$ cat src/rtl/hazard_pkg.sv
// Shared types and constants for the hazard control slice.
//   state_t : sequencer states RUN / FLUSH / HALT
//   REG_AW  : default register address width
//   REG_X0  : x0 register address (hard-wired zero, never a hazard source)
package hazard_pkg;

  localparam int unsigned REG_AW = 5;
  localparam logic [4:0]  REG_X0 = 5'd0;

  typedef enum logic [1:0] {
    RUN   = 2'd0,
    FLUSH = 2'd1,
    HALT  = 2'd2
  } state_t;

endpackage

$ cat src/rtl/load_use_detect.sv
// Combinational load-use detector; shared with the forwarding path.
// Ports:
//   rs1, rs2 : source registers of the instruction in ID
//   memRead  : instruction in EX is a load
//   regRd    : destination register of the instruction in EX
//   lu       : load result is needed by ID before it can be forwarded
module load_use_detect #(
  parameter int unsigned AW = hazard_pkg::REG_AW
) (
  input  logic [AW-1:0] rs1,
  input  logic [AW-1:0] rs2,
  input  logic          memRead,
  input  logic [AW-1:0] regRd,
  output logic          lu
);
  import hazard_pkg::*;

  // Writes to x0 are discarded, so a load into x0 never creates a dependency.
  assign lu = memRead && (regRd != AW'(REG_X0)) && ((regRd == rs1) || (regRd == rs2));

endmodule

$ cat src/rtl/hazard_ctrl_unit.sv
// Pipeline sequencer for the 5-stage core: load-use stall, branch flush,
// ecall/ebreak halt with external resume.
// Ports:
//   clk, rst                       : clock, async active-low reset
//   IF_ID_rs1/rs2                  : sources of the instruction in ID
//   ID_EXE_memRead/regRd           : load flag and rd of the instruction in EX
//   branch_taken, halt_req, resume : control events
//   pc_write, IF_ID_write          : PC / IF-ID load enables
//   ID_EXE_bubble, flush, halted   : NOP insert, wrong-path squash, frozen flag
//   stall_count, flush_count       : saturating perf counters (HAZARD_PERF_EN)
// Outputs are combinational from state and inputs.
// Build option: define HAZARD_PERF_EN to add the perf counters.
module hazard_ctrl_unit #(
  parameter int unsigned FLUSH_CYCLES = 2,
  parameter int unsigned REG_AW       = hazard_pkg::REG_AW
`ifdef HAZARD_PERF_EN
  ,
  parameter int unsigned CNT_W        = 32
`endif
) (
  input  logic              clk,
  input  logic              rst,
  input  logic [REG_AW-1:0] IF_ID_rs1,
  input  logic [REG_AW-1:0] IF_ID_rs2,
  input  logic              ID_EXE_memRead,
  input  logic [REG_AW-1:0] ID_EXE_regRd,
  input  logic              branch_taken,
  input  logic              halt_req,
  input  logic              resume,
  output logic              pc_write,
  output logic              IF_ID_write,
  output logic              ID_EXE_bubble,
  output logic              flush,
  output logic              halted
`ifdef HAZARD_PERF_EN
  ,
  output logic [CNT_W-1:0]  stall_count,
  output logic [CNT_W-1:0]  flush_count
`endif
);
  import hazard_pkg::*;

  localparam int unsigned CW = 2;

  state_t        stateQ, stateNext;
  logic [CW-1:0] cntQ, cntNext;
  logic          lu;

  load_use_detect #(.AW(REG_AW)) u_lu (
    .rs1     (IF_ID_rs1),
    .rs2     (IF_ID_rs2),
    .memRead (ID_EXE_memRead),
    .regRd   (ID_EXE_regRd),
    .lu      (lu)
  );

  // State register; reset aborts any flush or halt in progress.
  always_ff @(posedge clk or negedge rst) begin
    if (!rst) begin
      stateQ <= RUN;
      cntQ   <= '0;
    end else begin
      stateQ <= stateNext;
      cntQ   <= cntNext;
    end
  end

  // Next state and control outputs.
  always_comb begin
    stateNext     = stateQ;
    cntNext       = cntQ;
    pc_write      = 1'b1;
    IF_ID_write   = 1'b1;
    ID_EXE_bubble = 1'b0;
    flush         = 1'b0;
    halted        = 1'b0;

    case (stateQ)
      RUN: begin
        if (branch_taken) begin
          flush = 1'b1;
          if (FLUSH_CYCLES > 1) begin
            stateNext = FLUSH;
            cntNext   = CW'(FLUSH_CYCLES - 2);
          end
        end else if (lu) begin
          pc_write      = 1'b0;
          IF_ID_write   = 1'b0;
          ID_EXE_bubble = 1'b1;
        end else if (halt_req) begin
          pc_write      = 1'b0;
          IF_ID_write   = 1'b0;
          ID_EXE_bubble = 1'b1;
          stateNext     = HALT;
        end
      end
      // Everything in flight is wrong-path: ignore all events.
      FLUSH: begin
        flush = 1'b1;
        if (cntQ == '0) stateNext = RUN;
        else            cntNext   = cntQ - CW'(1);
      end
      // Resume cycle releases fetch while the ecall retires as a bubble.
      HALT: begin
        halted        = 1'b1;
        ID_EXE_bubble = 1'b1;
        if (resume) begin
          stateNext = RUN;
        end else begin
          pc_write    = 1'b0;
          IF_ID_write = 1'b0;
        end
      end
      default: stateNext = RUN;
    endcase

    if (!rst) begin
      pc_write      = 1'b0;
      IF_ID_write   = 1'b0;
      ID_EXE_bubble = 1'b0;
      flush         = 1'b0;
      halted        = 1'b0;
    end
  end

`ifdef HAZARD_PERF_EN
  // Saturating stall / flush cycle counters.
  always_ff @(posedge clk or negedge rst) begin
    if (!rst) begin
      stall_count <= '0;
      flush_count <= '0;
    end else begin
      if (!pc_write && (stall_count != '1)) stall_count <= stall_count + CNT_W'(1);
      if (flush && (flush_count != '1))     flush_count <= flush_count + CNT_W'(1);
    end
  end
`endif

endmodule

$ cat config.mk
export PLATFORM = sky130hd
export DESIGN_NAME = hazard_ctrl_unit
export DESIGN_NICKNAME = d
export VERILOG_FILES = /design/src/rtl/hazard_pkg.sv /design/src/rtl/load_use_detect.sv /design/src/rtl/hazard_ctrl_unit.sv
export SDC_FILE = /design/constraint.sdc
export NUM_CORES = 1
export LEC_CHECK = 0
export CAP_MARGIN = 20
export CORE_MARGIN = 2
export CORE_UTILIZATION = 30
export DETAILED_ROUTE_END_ITERATION = 12
export PLACE_DENSITY = 0.68
export REMOVE_ABC_BUFFERS = 1
export SYNTH_ARGS = -nofsm -noshare
export SYNTH_HDL_FRONTEND = slang
export SYNTH_HIERARCHICAL = 1
export SYNTH_SLANG_ARGS = --single-unit
$ cat constraint.sdc
create_clock -name clk -period 1.71 [get_ports clk]
set_input_delay 0.171 -clock clk [delete_from_list [all_inputs] [get_ports clk]]
set_output_delay 0.171 -clock clk [all_outputs]
set_load 0.005 [all_outputs]
Word-level counts from Yosys, hierarchy flattened
Index checks and enable logic that the tools add are counted.
Widths: inputs -> output; s select.
- reduce and logical (&&, ||, !) cells: 9
- add/subtract/negate cells: 1
- equal/unequal tests: 10
- muxes and demuxes: 25
- operators by type and width (kind ; number):
    $mux 2 ; 7
    $mux 1 ; 13
    $eq 5x5->1 ; 2
    $ne 2x2->1 const B ; 4
    $ne 3x3->1 const B ; 2
    $pmux 1 s2 ; 3
    $pmux 2 s3 ; 1
    $reduce_bool 5->1 ; 1
    $logic_not 2->1 ; 2
    $pmux 2 s2 ; 1
    $reduce_and 4->1 ; 1
    $reduce_and 3->1 ; 1
    $eq 2x1->1 const B ; 1
    $eq 2x2->1 const B ; 1
    $logic_and 1x1->1 ; 2
    $reduce_bool 2->1 ; 1
    $sub 2x1->2 const B ; 1
    $logic_or 1x1->1 ; 1
- register bits after elaboration: 4
- bits of input ports: 21
- word-level logic and storage cells: 47

Depth between registers and ports, before layout
Gate-level depths: netlist of run 1.
- depth in word-level cells: 7
- gate-level depth with buffers: 7
- gate-level depth less buffers: 6

Cells and area by module
Netlist of run 1, hierarchy kept.
- modules (own cells, without submodules) (module ; times used ; area each (µm²) ; cells each ; seq. area each (µm²)):
    hazard_ctrl_unit ; 1 ; 276.5 ; 30 ; 100.1
    load_use_detect ; 1 ; 125.1 ; 17 ; 0.0

Worst setup path after synthesis of run 1
No wires, ideal clock.
- path kind: input to register
- start: input ID_EXE_regRd[1]
- end: register stateQ[1]
- required time: 1633 ps
- stages on the path: 5
- data arrival time: 1468 ps
- setup time: 77 ps
- path slack: 164 ps
- cell sequence: or4_1 > o21ai_1 > a21oi_1 > or4b_1 > a21oi_1
- word-level cells in the longest chain between the ends: 5
- elaborated cells on any way between the ends: 8
- classes of those cells: eq/ne (3); reduce/logical (5)
- ends and longest elaborated chain (element ; RTL line ; source):
    from (decl) ; hazard_ctrl_unit.sv:26 ; input logic [REG_AW-1:0] ID_EXE_regRd,
    $eq 5x5->1 / $reduce_bool 5->1 (equally long branches) ; load_use_detect.sv:19 ; assign lu = memRead && (regRd != AW'(REG_X0)) && ((regRd == rs1) || (regRd == rs2));
    $logic_or 1x1->1 / $logic_and 1x1->1 (equally long branches) ; load_use_detect.sv:19 ;
    $logic_and 1x1->1 * ; load_use_detect.sv:19 ;
    named net lu ; hazard_ctrl_unit.sv:47 ; logic lu;
    $ne 3x3->1 (no source line) * ; - ;
    $reduce_and 4->1 (no source line) * ; - ;
    to (signal assigned) ; hazard_ctrl_unit.sv:63 ; stateQ <= stateNext;
    to (decl) ; hazard_ctrl_unit.sv:45 ; state_t stateQ, stateNext;
Mark *: on every way through the listed nets, which the timed path passes. The rest lies on a longest branch.
A chain may end at the register's enable or synchronous reset.

Final worst setup path of run 1
- start: input ID_EXE_regRd[1]
- end: output IF_ID_write
- word-level cells in the longest chain between the ends: 7
- elaborated cells on any way between the ends: 10
- classes of those cells: eq/ne (2); mux (4); reduce/logical (4)
- ends and longest elaborated chain (element ; RTL line ; source):
    $eq 5x5->1 / $reduce_bool 5->1 (equally long branches) ; load_use_detect.sv:19 ;
    $logic_or 1x1->1 / $logic_and 1x1->1 (equally long branches) ; load_use_detect.sv:19 ;
    $logic_and 1x1->1 * ; load_use_detect.sv:19 ;
    named net lu ; hazard_ctrl_unit.sv:47 ;
    $mux 1 * ; hazard_ctrl_unit.sv:86 ; end else if (lu) begin
    $mux 1 * ; hazard_ctrl_unit.sv:80 ; if (branch_taken) begin
    $pmux 1 s2 * ; hazard_ctrl_unit.sv:78 ; case (stateQ)
    $mux 1 * ; hazard_ctrl_unit.sv:117 ; if (!rst) begin
    to (decl) ; hazard_ctrl_unit.sv:31 ; output logic IF_ID_write,
Marks and branches as above.

==> run_results.csv, run 1 <==
group,metric,value,unit
timing,rsz0062_at_grt,"yes",
outcome,outcome,"finished, final reports clean",
layout,n_antenna_cell,0,
synthesis,synth_edf_count,0,
clocking,clock_path_buffers,2,
worst_setup_path,cp.required,1540,ps
synthesis,ys_seq_area_share,24.92,%
synthesis,synth_seq_cells,4,
detailed_routing,drtAntennaViolNets,0,
floorplanning,die_y,40.59,um
synthesis,yosys.area.top_type_share,24.92,%
clocking,clkLatencyLatePin,240,ps
clocking,htreeDepth,1,
grt,met1_usage,18.54,%
min_path,holdCritPathClass,"primary input to async pin",
timing,relSlewSlack,83.77,%
synthesis,synthCells,47,
timing,finalMaxSlewViolations,0,
floorplanning,die_w,40.59,um
grt,antenna_found_initial,0,
detailed_routing,route.detailed.drc,0,
detailed_routing,dr.pass1.iters,2,
job,cap_violations,0,
floorplanning,num_rows,13,
timing,timing.fmax,603.8,MHz
timing,setup_ws,53.79,ps
synthesis,synthDistinctLibCells,23,
clocking,path_clk_slew,40,ps
timing,final.min_clock_period,1656,ps
detailed_routing,first_iter_violations,3,
timing,hold_viol_final,0,
clocking,cts.sink_count,4,
synthesis,yosysMostFrequentCell,"xor2_1",
worst_setup_path,arrival,1490,ps
detailed_routing,wl,1108,um
detailed_routing,viasPerCell,4.556,
synthesis,syn_avg_cell_area,8.545,um^2
placement,io_buffers,25,
timing,worstMarginPinSlew,240.1,ps
clocking,cts_root_buf,"clkbuf_4",
grt,grt_max_degree,12,
grt,grt_pass1_wl,1676,um
power_and_ir_drop,comb_power_share,41.6,%
layout,nets,108,
clocking,cts-hold-fix-buffers,0,
clocking,cts_buffers,3,
grt,use_met2,26.19,%
worst_setup_path,critPathMaxFanout,2,
worst_setup_path,critPathLaunchType,"primary input",
grt,busiest_layer,"met2",
floorplanning,dieArea,1648,um^2
detailed_routing,wire_per_inst,11.19,um
grt,overflow,0,
timing,finalSetupViolCount,0,
power_and_ir_drop,switchingPower,0.1042,mW
power_and_ir_drop,total_power,0.3799,mW
timing,period_share,96.85,%
clocking,cts_tree,"done",
power_and_ir_drop,p_per_area,499.3,nW/um^2
grt,gr-usage-met3,7.222,%
synthesis,synth.top_cells.by_count,"xor2_1, dfrtp_1, inv_1, xnor2_1",
worst_setup_path,r2r_start,"stateQ[1]$_DFFE_PN0P_",
detailed_routing,dr_total_vias,451,
synthesis,async_flop_share,100.0,%
synthesis,yosys-top-cells-area,"dfrtp_1, xor2_1, xnor2_1",
placement,dp_hpwl,876.3,um
floorplanning,initial_utilization,31.66,%
floorplanning,core-area,1269,um^2
worst_setup_path,cp-end-kind,"output port",
worst_setup_path,crit_type,"primary input to output port",
synthesis,synth.largest_area_cell,"dfrtp_1",
power_and_ir_drop,seq_power_share,27.2,%
placement,dp_slack,-686.9,ps
layout,drive_above_1_share,36.90,%
placement,gp_congestion,0.6735,
timing,clock-skew-final,6.732,ps
grt,grt_usage,15.60,%
power_and_ir_drop,p_leak,0.4127,nW
layout,syn2layout_area_growth,89.41,%
power_and_ir_drop,switching_share,27.43,%
power_and_ir_drop,peakVddDrop,0.0003912,V
worst_setup_path,setup.worst_path.start,"ID_EXE_regRd[1]",
power_and_ir_drop,internal_power,0.2756,mW
synthesis,synth_area,401.6,um^2
placement,placed_area,725.7,um^2
synthesis,ys.flop_type,"dfrtp_1",
floorplanning,io-pin-count,26,
power_and_ir_drop,clkPwrFrac,31.2,%
layout,design_area,760.7,um^2
grt,grt_pass1_vias,399,
synthesis,ys_warn_count,6,
-- critical path, cell delays in order --
cell      delay [ps]
buf_6             90
or4_4            520
o21ai_2          150
a21oi_2           50
o21bai_1         180
o221a_2          210
buf_2            110
-- area by class of cell --
cell class	count	area, um^2
repair buffers	36	310.3
inverters	4	15.01
flip-flops and latches	4	100.1
fillers	111	508.0
multi-input cells	37	294.0
well taps	15	18.77
clock buffers	3	22.52
-- layer usage --
layer	vias up	part of all wire, %
met2	10	51
met1	198	43
li1	243	-
met4	0	0
met3	0	5.6
met5	-	0
-- flip-flops by register name (all words and copies together), names as in the netlist --
signal / cells
stateQ: 2
cntQ: 2
-- layout by cell type, fill, tap and decap left out, types with 2 or more instances in the layout --
cell type        netlist  layout
nor4b_1                2       2
xnor2_1                4       4
buf_2                  1       6
nand2b_1               2       2
clkbuf_4               0       3
dfrtp_1                4       4
inv_1                  4       4
nor3_1                 3       2
buf_4                  1      10
buf_6                  0       3
a211o_1                2       2
clkbuf_2               0       2
a21oi_1                3       2
nand3_1                2       2
dlymetal6s2s_1         0       5
clkdlybuf4s50_1        0       5
clkdlybuf4s15_1        0       4
xor2_1                 6       6
and3_1                 2       2
-- power groups by stage --
stage / Combinational [mW] / Sequential (mW) / Clock [mW]
3_5_place_dp: 0.162 / 0.106 / 0
4_1_cts: 0.154 / 0.103 / 0.123
3_3_place_gp: 0.162 / 0.106 / 0
6_report: 0.158 / 0.103 / 0.118
5_1_grt: 0.173 / 0.104 / 0.125
2_1_floorplan: 0.0506 / 0.111 / 0
-- logic make-up after synthesis --
| logic type | after synthesis | share of synthesized area (%) |
|---|---|---|
| simple gates | 16 | 25.55 |
| compound gates | 10 | 17.75 |
| xor+xnor | 10 | 21.81 |
| buf+inv | 6 | 6.852 |
| flops | 4 | 24.92 |
| fa+ha+maj | 1 | 3.115 |
-- final timing paths --
| path | endpoint | slack (ps) | cells after the start |
|---|---|---|---|
| max | IF_ID_write | 50 | 7 |
| min | stateQ[0]$_DFFE_PN0P_ | 230 | 2 |
| max reg2reg | stateQ[1]$_DFFE_PN0P_ | 450 | 3 |
| min reg2reg | cntQ[1]$_DFFE_PN0P_ | 510 | 1 |
| max in group asynchronous | cntQ[0]$_DFFE_PN0P_ | 1370 | 2 |
| min in group clk | cntQ[1]$_DFFE_PN0P_ | 510 | 1 |
-- timing repair --
action	4_1_cts	5_1_grt
hold endpoints to repair	0	0
setup endpoints to repair	5	4
gates resized for setup	41	19
buffers inserted	1	1
pin swaps	11	16
-- metrics by stage --
step / instances / util [%] / hold WS (ps) / TNS [ps]
after detailed placement: 94 / 57.20 / 474.1 / -2373
final: 99 / 59.96 / 226.5 / 0
after global placement: 94 / 57.20 / 470.8 / -2386
after global routing: 99 / 59.96 / 259.8 / -24.76
after CTS: 98 / 57.69 / 223.0 / 0
after floorplan: 45 / - / -124.6 / 0
Note: power is estimated with default switching activity, not from simulation.
==> run 2: changes to the inputs <==
- ABC_AREA: unset -> 1
- PLACE_DENSITY: 0.68 -> 0.65
- SLEW_MARGIN: unset -> 25
==> run 2 against run 1 <==
  * Combinational power is 6% lower
  * Largest power group unchanged
  * Total power is 3.9% lower
  * Sequential power is 5% higher
  * Clock-buffer cell count stayed put
  * Highest routed layer unchanged
  * Register-to-register slack better by 200 ps
  * Clock skew is 5.1 ps lower
  * Global-route usage is 1.9 points lower
==> run_results.csv, run 2 <==
group,metric,value,unit
grt,overflow,0,
detailed_routing,viasPerCell,4.352,
placement,dp_slack,-448.3,ps
worst_setup_path,crit_type,"primary input to output port",
placement,placed_area,734.5,um^2
timing,whs,302.3,ps
synthesis,synth_seq_cells,4,
synthesis,async_flop_share,100.0,%
worst_setup_path,critPathMaxFanout,3,
job,cap_violations,0,
clocking,htreeDepth,1,
timing,clock-skew-final,1.630,ps
timing,setup_ws,132.3,ps
layout,largest_registers,"cntQ (2), stateQ (2)",
layout,final_core_util,50.09,%
clocking,path_clk_slew,30,ps
grt,grt_pass1_vias,482,
floorplanning,initial_utilization,31.04,%
clocking,clock_path_buffers,2,
detailed_routing,dr_total_vias,544,
synthesis,yosys.area.top_type_share,21.92,%
synthesis,synth_edf_count,0,
synthesis,synthDistinctLibCells,20,
layout,syn2layout_area_growth,61.37,%
floorplanning,die_w,43.02,um
clocking,cts.sink_count,4,
timing,finalMaxSlewViolations,0,
detailed_routing,wire_per_inst,8.816,um
placement,dp_hpwl,940.3,um
worst_setup_path,arrival,1410,ps
synthesis,yosysMostFrequentCell,"nand2_1",
worst_setup_path,critPathLaunchType,"primary input",
grt,grt_max_degree,7,
detailed_routing,drtAntennaViolNets,0,
timing,timing.fmax,633.9,MHz
clocking,clkLatencyLatePin,230,ps
layout,layout_common_cells,"nand2_1, inv_1, nor2_1",
floorplanning,io-pin-count,26,
worst_setup_path,r2r_slack,650,ps
floorplanning,die_y,43.02,um
layout,drive_above_1_share,23.85,%
detailed_routing,first_iter_violations,4,
power_and_ir_drop,p_leak,0.4420,nW
layout,fin_cells,125,
layout,final_common_cell,"nand2_1",
timing,final.min_clock_period,1578,ps
layout,n_antenna_cell,0,
detailed_routing,route.detailed.drc,0,
clocking,cts_tree,"done",
placement,gp_congestion,0.7185,
synthesis,syn_avg_cell_area,5.781,um^2
synthesis,ys.flop_type,"dfrtp_1",
timing,rsz0062_at_grt,"no",
power_and_ir_drop,total_power,0.3649,mW
clocking,cts_buffers,3,
outcome,outcome,"finished, final reports clean",
detailed_routing,wl,1102,um
clocking,cts-hold-fix-buffers,0,
timing,finalSetupViolCount,0,
clocking,cts_root_buf,"clkbuf_4",
layout,design_area,737.0,um^2
synthesis,synth.top_cells.by_count,"nand2_1, inv_1, nor2_1",
placement,dp_cells,121,
layout,fillCellCount,164,
grt,grt_usage,13.74,%
placement,io_buffers,25,
timing,relSlewSlack,88.67,%
timing,worstMarginPinSlew,169.6,ps
floorplanning,core-area,1471,um^2
timing,fin_tns_setup,0,ps
synthesis,synth_area,456.7,um^2
worst_setup_path,cp.required,1540,ps
detailed_routing,dr.pass1.iters,4,
synthesis,yosys-top-cells-area,"dfrtp_1, nand2_1, inv_1",
timing,period_share,92.26,%
power_and_ir_drop,p_per_area,495.1,nW/um^2
power_and_ir_drop,peakVddDrop,0.0003257,V
floorplanning,dieArea,1850,um^2
grt,grt_pass1_wl,1925,um
synthesis,ys_warn_count,6,
worst_setup_path,cp-end-kind,"output port",
floorplanning,num_rows,14,
timing,hold_viol_final,0,
grt,antenna_found_initial,0,
min_path,holdCritPathClass,"primary input to async pin",
synthesis,synth.largest_area_cell,"dfrtp_1",
synthesis,ys_seq_area_share,21.92,%
synthesis,synthCells,79,
layout,nets,133,
==> run 2: cell types whose count changed after synthesis, moves of 3 or more <==
cell / before / now
nor3_1: 3 / 0
inv_2: 0 / 6
xor2_1: 6 / 1
inv_1: 4 / 12
nand2_1: 0 / 26
nor2_1: 1 / 11
==> run 2: kinds of logic after synthesis <==
kind of cell	count (synthesis)	share of synthesized area, %
AOI/OAI and AO/OA	6	9.586
and+or+nand+nor	46	43.56
DFF	4	21.92
adders and majority gates	1	2.739
xor gates and xnor gates	3	5.754
buffers and inverters	19	16.44
==> run 2: power by group <==
group	switching (mW)	internal, mW
registers	0.00609	0.102
clock network	0.0311	0.0779
logic	0.0722	0.0759
==> run 2: critical path, stage by stage <==
cell             delay (ps)
clkdlybuf4s50_1         480
buf_4                   120
nor2_1                   40
nor2_1                  100
clkdlybuf4s50_1         500
==> run 2: layout make-up <==
type | count | area, um^2 | area share [%]
Multi-Input combinational cell | 56 | 289.0 | 39.22
Timing Repair Buffer | 28 | 237.7 | 32.26
Sequential cell | 4 | 100.1 | 13.58
Inverter | 18 | 67.56 | 9.168
Clock buffer | 3 | 22.52 | 3.056
Tap cell | 16 | 20.02 | 2.716
==> run 2: path summary, 6_finish.rpt <==
kind | from | endpoint | depth (start not counted)
worst max register to register | cntQ[0]$_DFFE_PN0P_ | stateQ[1]$_DFFE_PN0P_ | 6
worst min register to register | cntQ[0]$_DFFE_PN0P_ | cntQ[0]$_DFFE_PN0P_ | 1
min in group clk | cntQ[0]$_DFFE_PN0P_ | cntQ[0]$_DFFE_PN0P_ | 1
worst min-delay path | rst | stateQ[1]$_DFFE_PN0P_ | 2
worst max-delay path | branch_taken | flush | 5
max in group asynchronous | rst | cntQ[1]$_DFFE_PN0P_ | 2
==> run 2: timing repair <==
action	CTS	global route
buffers inserted	1	0
pin swaps	7	7
resized for setup	26	12
endpoints found under the setup margin	3	2
==> run 2: layer usage <==
metal	share of wire [%]	vias up	global-route usage [%]	wire, um
li1	-	302	-	-
met1	45	233	17.49	494
met2	51	9	21.52	563
met3	4.0	0	2.979	44
met4	0	0	7.273	0
met5	0	-	0	0
==> run 3: changes to the inputs <==
--- a/config.mk
+++ b/config.mk
@@ -7,7 +7,7 @@
 export LEC_CHECK = 0
 export ABC_AREA = 1
-export CAP_MARGIN = 20
 export CORE_MARGIN = 2
 export CORE_UTILIZATION = 30
+export CTS_BUF_LIST = sky130_fd_sc_hd__clkbuf_8
 export DETAILED_ROUTE_END_ITERATION = 12
 export PLACE_DENSITY = 0.65
==> constraint.sdc (replaced) <==
create_clock -name clk -period 1.71 [get_ports clk]
set_input_delay 0.342 -clock clk [delete_from_list [all_inputs] [get_ports clk]]
set_output_delay 0.342 -clock clk [all_outputs]
set_load 0.005 [all_outputs]
==> run 3 against run 2 <==
  * Sequential cell count is the same
  * Wire length is 2.1% higher
  * Sequential share of layout area fell by 1.2 points
  * Critical path type unchanged
  * Critical path depth rose by 3
  * Register-to-register slack about the same
  * Cell area increased by 9.8%
  * Die area did not move
  * Total power is 28% higher
  * Clock power rose by 75%
  * Cell count up 0.80%
==> run_results.csv, run 3 (synthesized netlist as in run 2, its figures left out) <==
group,metric,value,unit
power_and_ir_drop,internal_power,0.3396,mW
power_and_ir_drop,peakVddDrop,0.0004626,V
worst_setup_path,cp.required,1370,ps
power_and_ir_drop,comb_power_share,36.2,%
timing,period_share,95.87,%
layout,n_antenna_cell,0,
clocking,path_clk_slew,30,ps
job,cap_violations,0,
layout,largest_registers,"cntQ (2), stateQ (2)",
worst_setup_path,critPathMaxFanout,2,
floorplanning,die_y,43.02,um
grt,overflow,0,
floorplanning,core-area,1471,um^2
timing,relSlewSlack,89.80,%
timing,hold_viol_final,0,
detailed_routing,drtAntennaViolNets,0,
layout,final_common_cell,"nand2_1",
layout,fin_cells,126,
worst_setup_path,cp-end-kind,"output port",
power_and_ir_drop,p_leak,0.4724,nW
floorplanning,die_w,43.02,um
grt,grt_pass1_vias,505,
placement,dp_cells,122,
detailed_routing,first_iter_violations,7,
timing,finalSetupViolCount,0,
detailed_routing,dr_total_vias,547,
detailed_routing,dr.pass1.iters,4,
layout,syn2layout_area_growth,77.26,%
power_and_ir_drop,switchingPower,0.1274,mW
placement,dp_slack,-792.4,ps
clocking,cts.sink_count,4,
placement,dp_hpwl,931.8,um
placement,io_buffers,25,
layout,nets,134,
layout,drive_above_1_share,45.45,%
timing,whs,240.3,ps
timing,final.min_clock_period,1639,ps
layout,seq_area,100.1,um^2
layout,multi_input_area,325.3,um^2
clocking,cts_buffers,3,
clocking,clock_path_buffers,2,
worst_setup_path,arrival,1300,ps
clocking,cts_tree,"done",
clocking,htreeDepth,1,
grt,grt_usage,14.52,%
floorplanning,initial_utilization,31.04,%
detailed_routing,route.detailed.drc,0,
clocking,clkLatencyLatePin,210,ps
timing,worstMarginPinSlew,152.4,ps
power_and_ir_drop,seq_power_share,22.9,%
timing,setup_ws,70.57,ps
timing,finalMaxSlewViolations,0,
layout,final_core_util,55.02,%
floorplanning,num_rows,14,
timing,timing.fmax,610.0,MHz
clocking,cts_root_buf,"clkbuf_8",
floorplanning,dieArea,1850,um^2
detailed_routing,wl,1125,um
worst_setup_path,crit_type,"primary input to output port",
grt,grt_pass1_wl,2014,um
layout,fillCellCount,147,
worst_setup_path,critPathLaunchType,"primary input",
detailed_routing,wire_per_inst,8.929,um
placement,placed_area,742.0,um^2
grt,antenna_found_initial,0,
floorplanning,io-pin-count,26,
placement,gp_congestion,0.7070,
power_and_ir_drop,switching_share,27.28,%
power_and_ir_drop,clkPwrFrac,40.8,%
layout,design_area,809.5,um^2
detailed_routing,viasPerCell,4.341,
min_path,holdCritPathClass,"primary input to async pin",
layout,layout_common_cells,"nand2_1, inv_1, nor2_1",
outcome,outcome,"finished, final reports clean",
timing,clock-skew-final,0.6559,ps
timing,fin_tns_setup,0,ps
timing,rsz0062_at_grt,"yes",
power_and_ir_drop,p_per_area,576.9,nW/um^2
grt,grt_max_degree,7,
power_and_ir_drop,total_power,0.4670,mW
[run 3: cell count changes in the layout (fill, tap and decap cells not counted), sizes merged]
cell and change:
dlymetal6s2s -1, clkbuf -4, buf +15, clkdlybuf4s50 -4, dlygate4sd2 -5
[run 3: worst paths after layout]
check	start	endpoint	slack [ps]	cells after the start
setup / recovery	IF_ID_rs1[4]	IF_ID_write	70	8
setup reg to reg	cntQ[0]$_DFFE_PN0P_	stateQ[1]$_DFFE_PN0P_	640	6
min in group clk	cntQ[0]$_DFFE_PN0P_	cntQ[0]$_DFFE_PN0P_	470	1
hold / removal	rst	stateQ[1]$_DFFE_PN0P_	240	2
hold reg to reg	cntQ[0]$_DFFE_PN0P_	cntQ[0]$_DFFE_PN0P_	470	1
max in group asynchronous	rst	cntQ[1]$_DFFE_PN0P_	1370	2
[run 3: cell type report]
cell class,instances,share of cell area (%)
timing repair buffer,29,31.22
multi-input combinational,56,40.19
clock buffer,3,5.100
sequential,4,12.36
tap,16,2.473
inverter,18,8.655
[run 3: repair_timing]
action,CTS,global route
gates resized for setup,79,20
buffers inserted,2,0
cloned,0,0
pin swaps,23,17
hold buffers,0,0
endpoints found under the setup margin,5,4
[run 3: critical path, stage by stage]
cell and delay (ps):
clkdlybuf4s15_1 190, xnor2_2 150, nand3_2 90, a21oi_2 170, o21bai_2 100, nor2_1 90
nor2_1 50, buf_2 120
[run 3: metal layers]
metal	up-vias	track usage, %	wire, um
met5	-	0	0
met4	0	7.273	0
met3	0	3.830	33
met2	7	22.42	590
met1	237	18.54	500
li1	303	-	-
[run 3: power groups by stage]
stage / combinational [mW] / clock [mW] / sequential (mW)
after floorplan: 0.0689 / 0 / 0.108
after global placement: 0.163 / 0 / 0.109
after detailed placement: 0.163 / 0 / 0.109
after CTS: 0.153 / 0.198 / 0.107
after global routing: 0.187 / 0.203 / 0.108
final: 0.169 / 0.191 / 0.107
